$ cat src/rtl/maze_nav_core.sv
// maze_nav_core: grid-maze player movement engine.
// Tracks the player (x,y), checks moves against grid edges and a run-time
// wall map, runs the IDLE/PLAY/PAUSED/WON/LOST game flow, counts steps in
// saturating BCD and stretches blocked moves into a timed bump (beep) pulse.
module maze_nav_core #(
    parameter int COLS        = 8,
    parameter int ROWS        = 8,
    parameter int STEP_DIGITS = 2,
    parameter int BEEP_CYCLES = 5000000,
    localparam int XW = $clog2(COLS),
    localparam int YW = $clog2(ROWS),
    localparam int N  = ROWS * COLS,
    localparam int SW = 4 * STEP_DIGITS
) (
    input  logic          clk_in,
    input  logic          rst,
    input  logic          start,
    input  logic          pause,
    input  logic          timeout,
    input  logic [3:0]    move_req,
    input  logic [N-1:0]  wall_map,
    input  logic [XW-1:0] start_x,
    input  logic [YW-1:0] start_y,
    input  logic [XW-1:0] goal_x,
    input  logic [YW-1:0] goal_y,
    output logic [XW-1:0] pos_x,
    output logic [YW-1:0] pos_y,
    output logic [N-1:0]  pos_map,
    output logic [2:0]    state,
    output logic [SW-1:0] steps,
    output logic          step_ovf,
    output logic          bump
);

    localparam int IW = $clog2(N);
    localparam int CW = $clog2(BEEP_CYCLES + 1);

    typedef enum logic [2:0] {
        IDLE   = 3'd0,
        PLAY   = 3'd1,
        PAUSED = 3'd2,
        WON    = 3'd3,
        LOST   = 3'd4
    } state_t;

    state_t        state_q;
    logic [XW-1:0] pos_x_q;
    logic [YW-1:0] pos_y_q;
    logic [SW-1:0] steps_q;
    logic          ovf_q;
    logic [CW-1:0] beep_q;

    // move decode
    logic [XW-1:0] tgt_x;
    logic [YW-1:0] tgt_y;
    logic [IW-1:0] tgt_idx;
    logic [IW-1:0] cur_idx;
    logic          mv_valid;
    logic          mv_edge;
    logic          mv_blocked;
    logic          mv_legal;

    // step counter
    logic [SW-1:0] steps_d;
    logic          all9;

    // Single-bit move requests form a target cell; the edge check comes first
    // so a wrapped target coordinate never reaches the wall lookup result.
    always_comb begin
        tgt_x    = pos_x_q;
        tgt_y    = pos_y_q;
        mv_valid = 1'b1;
        mv_edge  = 1'b0;
        case (move_req)
            4'b1000: begin mv_edge = (pos_x_q == '0);              tgt_x = pos_x_q - 1'b1; end
            4'b0100: begin mv_edge = (pos_x_q == XW'(COLS - 1));   tgt_x = pos_x_q + 1'b1; end
            4'b0010: begin mv_edge = (pos_y_q == YW'(ROWS - 1));   tgt_y = pos_y_q + 1'b1; end
            4'b0001: begin mv_edge = (pos_y_q == '0);              tgt_y = pos_y_q - 1'b1; end
            default: mv_valid = 1'b0;
        endcase
        tgt_idx    = IW'(tgt_y) * IW'(COLS) + IW'(tgt_x);
        mv_blocked = mv_valid && (mv_edge || wall_map[tgt_idx]);
        mv_legal   = mv_valid && !mv_edge && !wall_map[tgt_idx];
    end

    // BCD ripple increment; all9 means every digit was 9 (saturate instead)
    always_comb begin
        logic carry;
        carry   = 1'b1;
        steps_d = steps_q;
        for (int i = 0; i < STEP_DIGITS; i++) begin
            if (carry) begin
                if (steps_q[4*i +: 4] == 4'd9) begin
                    steps_d[4*i +: 4] = 4'd0;
                end else begin
                    steps_d[4*i +: 4] = steps_q[4*i +: 4] + 4'd1;
                    carry = 1'b0;
                end
            end
        end
        all9 = carry;
    end

    // Game FSM: position, steps, overflow flag and beep counter
    always_ff @(posedge clk_in or posedge rst) begin
        if (rst) begin
            state_q <= IDLE;
            pos_x_q <= '0;
            pos_y_q <= '0;
            steps_q <= '0;
            ovf_q   <= 1'b0;
            beep_q  <= '0;
        end else begin
            // beep keeps counting down in every state
            if (beep_q != '0) beep_q <= beep_q - 1'b1;

            if (start) begin
                pos_x_q <= start_x;
                pos_y_q <= start_y;
                steps_q <= '0;
                ovf_q   <= 1'b0;
                beep_q  <= '0;
                state_q <= (start_x == goal_x && start_y == goal_y) ? WON : PLAY;
            end else begin
                case (state_q)
                    PLAY: begin
                        if (timeout) begin
                            state_q <= LOST;
                        end else if (pause) begin
                            state_q <= PAUSED;
                        end else if (mv_blocked) begin
                            beep_q <= CW'(BEEP_CYCLES);
                        end else if (mv_legal) begin
                            pos_x_q <= tgt_x;
                            pos_y_q <= tgt_y;
                            if (all9) ovf_q   <= 1'b1;
                            else      steps_q <= steps_d;
                            if (tgt_x == goal_x && tgt_y == goal_y) state_q <= WON;
                        end
                    end
                    PAUSED: begin
                        if (timeout)     state_q <= LOST;
                        else if (!pause) state_q <= PLAY;
                    end
                    default: ;  // IDLE, WON, LOST wait for start
                endcase
            end
        end
    end

    assign cur_idx  = IW'(pos_y_q) * IW'(COLS) + IW'(pos_x_q);
    assign pos_map  = (state_q == IDLE) ? '0 : (N'(1) << cur_idx);
    assign pos_x    = pos_x_q;
    assign pos_y    = pos_y_q;
    assign state    = state_q;
    assign steps    = steps_q;
    assign step_ovf = ovf_q;
    assign bump     = (beep_q != '0);

endmodule

$ cat config.mk
export PLATFORM = sky130hd
export DESIGN_NAME = maze_nav_core
export DESIGN_NICKNAME = d
export VERILOG_FILES = /design/src/rtl/maze_nav_core.sv
export SDC_FILE = /design/constraint.sdc
export NUM_CORES = 1
export LEC_CHECK = 0
export BUFFER_PORTS_ARGS = -buffer_cell sky130_fd_sc_hd__buf_4
export CORE_ASPECT_RATIO = 1.75
export CORE_MARGIN = 3
export CORE_UTILIZATION = 25
export CTS_CLUSTER_DIAMETER = 80
export DETAILED_ROUTE_END_ITERATION = 16
export GPL_ROUTABILITY_DRIVEN = 0
export GPL_TIMING_DRIVEN = 1
export SKIP_LAST_GASP = 1
export SLEW_MARGIN = 25
export SYNTH_ARGS = -nofsm -noshare
export SYNTH_HDL_FRONTEND = slang
export SYNTH_SLANG_ARGS = --single-unit
$ cat constraint.sdc
create_clock -name clk_in -period 9 [get_ports clk_in]
set_clock_uncertainty 0.15 [all_clocks]
set_input_delay 0.45 -clock clk_in [delete_from_list [all_inputs] [get_ports clk_in]]
set_output_delay 0.45 -clock clk_in [all_outputs]
set_load 0.005 [all_outputs]
==> impl_metrics.env <==
export IMPL_cts_setup_buffers=0
export IMPL_finalSetupViolCount=0
export IMPL_coreArea_um2=15060
export IMPL_drc_errors=0
export IMPL_yosysTopAreaCellShare=0.2646
export IMPL_synth_xor_area_frac=0.08551
export IMPL_status="complete, no violations"
export IMPL_finalHoldViolations=0
export IMPL_dr_pass1_iters=4
export IMPL_setup_tns_ps=0
export IMPL_numCtsBuffers=5
export IMPL_grt_start_max_net_pins=42
export IMPL_cp_required_ps=9020
export IMPL_die_x_um=100.1
export IMPL_ys_warn_count=0
export IMPL_muxShareOfSynthArea=0.02388
export IMPL_fmaxAchievable_mhz=215.6
export IMPL_p_leak_nw=2.471
export IMPL_grt_pass1_vias=4400
export IMPL_drtIter0Drc=181
export IMPL_start_util=0.2575
export IMPL_ioPinCount=168
export IMPL_power_density_nw_per_um2=180.2
export IMPL_maxSlewHeadroom=0.3266
export IMPL_via_per_inst=5.056
export IMPL_async_flop_share=1.000
export IMPL_yosysTopAreaCell="dfrtp_1"
export IMPL_hold_class="in2async"
export IMPL_crit_fanout=11
export IMPL_syn_area_um2=3877
export IMPL_route_vias_total=4303
export IMPL_end_kind="register"
export IMPL_peakVddDrop_uv=69.80
export IMPL_synth_edf_count=0
export IMPL_portBuffers=167
export IMPL_netlist_instances=522
export IMPL_insertion_delay_ps=290
export IMPL_ys_ff_latch=41
export IMPL_wl_um=14080
export IMPL_antennaDiodeCount=0
export IMPL_total_power_w=0.0009750
export IMPL_die_h_um=170.8
export IMPL_fin_crit_sh=0.5153
export IMPL_fill_cells=1627
export IMPL_drive_above_1_share=0.2979
export IMPL_utilization=0.3593
export IMPL_post_drt_wl_per_cell_um=16.54
export IMPL_nNetsFinal=759
export IMPL_area_delta_synth_final_pct=39.56
export IMPL_period_minus_slack_ps=4637
export IMPL_cts_tree="done"
export IMPL_grt_antenna_before_repair=0
export IMPL_track_usage=0.1592
export IMPL_cp_start_kind="register"
export IMPL_synth_fa_ha_area_frac=0.02646
export IMPL_hpwlAfterDp_um=11330
export IMPL_cts_hold_buf=0
export IMPL_clk_path_buf_depth=2
export IMPL_synth_compound_area_frac=0.1833
export IMPL_cts_resized_gates=0
export IMPL_num_rows=59
export IMPL_synth_simple_area_share=0.3621
export IMPL_synth_top_flop_cell="dfrtp_1"
export IMPL_ys_seq_area_frac=0.2646
export IMPL_tightest_slew_ps=1006
export IMPL_synth_area_leaders="dfrtp_1, nor2_1, nand2_1, xnor2_1, nand3_1"
export IMPL_max_cap_violations=0
export IMPL_critical_path_arrival_ps=4660
export IMPL_grt_setup_unrepaired="no"
export IMPL_dieArea_um2=17100
export IMPL_ctsRootBufferMaster="clkbuf_16"
export IMPL_synth_top_family_by_area="simple AND/OR/NAND/NOR gates"
export IMPL_grt_overflow=0
export IMPL_critical_path_class="reg2reg"
export IMPL_grt_pass1_wl_um=22120
export IMPL_synth_cell_types=69
export IMPL_antenna_left=0
export IMPL_syn_nets=614
export IMPL_synth_avg_cell_area_um2=7.428
export IMPL_h_tree_depth=2
export IMPL_clock_sinks=41
export IMPL_clkTransAtPathRegs_ps=60
export IMPL_finalMaxSlewViolations=0
-- logic make-up (layout without fill, tap and decap cells) --
logic type,after synthesis,after routing
AND/OR/NAND/NOR,279,279
AO/OA/AOI/OAI,102,102
buffers and inverters,47,193
flip-flops,41,41
XOR/XNOR,37,37
multiplexers,9,9
adder cells (fa/ha/maj),7,7
-- Yosys cell counts (4+ instances only) --
cell type / instances
nand2_1: 49
clkbuf_1: 17
or3_1: 12
nand2b_1: 6
o21ai_0: 30
dfrtp_1: 41
inv_1: 17
o211ai_1: 4
or2_2: 4
o21a_1: 4
nor3_1: 10
ha_1: 5
nor2_1: 94
nor4_1: 8
nor2b_1: 8
xor2_1: 17
buf_2: 7
xnor2_1: 19
nand3_1: 32
a21oi_1: 20
mux2i_1: 7
and2_1: 15
nand4_1: 17
-- state kept, by name, indices dropped and copies added (netlist names) --
name / cells
beep_q: 23
pos_x: 3
pos_y: 3
state: 3
step_ovf: 1
steps: 8
-- report_power, final --
group | switching (W) | total, W | internal, W
Combinational | 0.000261 | 0.000462 | 0.000201
Clock | 0.0000734 | 0.000232 | 0.000158
Sequential | 0.0000503 | 0.000282 | 0.000231
Total | 0.000384 | 0.000975 | 0.000591
-- layout by cell type (no fill, tap or decap), types with 15 or more instances in the layout --
cell       n
a21oi_1   20
and2_1    15
buf_4    168
dfrtp_1   41
inv_1     17
nand2_1   49
nand3_1   32
nand4_1   17
nor2_1    94
o21ai_0   30
xnor2_1   19
xor2_1    17
-- area by class of cell --
type                            count  area (um2)  share of cell area
Clock buffer                        5       125.1             0.02312
Timing Repair Buffer              168        1261              0.2331
Multi-Input combinational cell    434        2641              0.4881
Clock inverter                      3       65.06             0.01202
Sequential cell                    41        1026              0.1896
Inverter                           17       63.81             0.01179
Tap cell                          183       229.0             0.04231
-- final timing paths --
| check | from | depth (start not counted) | to | slack [ps] |
|---|---|---|---|---|
| worst max-delay path | pos_x[0] | 12 | pos_x[2] | 4360 |
| worst min-delay path | rst | 3 | beep_q[4] | 160 |
| worst max register to register | pos_x[0] | 12 | pos_x[2] | 4360 |
| worst min register to register | beep_q[3] | 2 | beep_q[3] | 380 |
| max in group asynchronous | rst | 3 | pos_y[0] | 8170 |
| min in group clk_in | start_x[0] | 3 | pos_x[0] | 250 |
-- per-stage QoR --
stage / area [um2] / hold WS [ps] / instances / worst slack [ps]
finish: 5411 / 159.0 / 851 / 4363
global route: 5411 / 212.9 / 851 / 4031
CTS: 5411 / 182.8 / 851 / 4340
detailed placement: 5221 / 376.8 / 843 / 4229
global placement: 5221 / 371.4 / 843 / 4237
floorplan: 3877 / 357.8 / 522 / 4979
-- metal layers --
layer,up-vias,wire length [um],track usage
met2,136,7684,0.2981
met3,31,536,0.01714
met5,-,0,0
li1,2132,-,-
met1,2004,5266,0.1728
met4,0,589,0.08152
-- worst max-delay path, cell delays in order (launching register included) --
cell,delay [ps]
dfrtp_1,590
inv_1,220
fa_1,540
nand2b_1,180
o22a_1,260
a32oi_4,380
o211ai_1,160
a41oi_1,270
nand4_1,160
nor2_1,780
o211ai_1,350
xnor2_1,200
mux2_2,270
No activity file was read; power rests on OpenSTA's default activity.
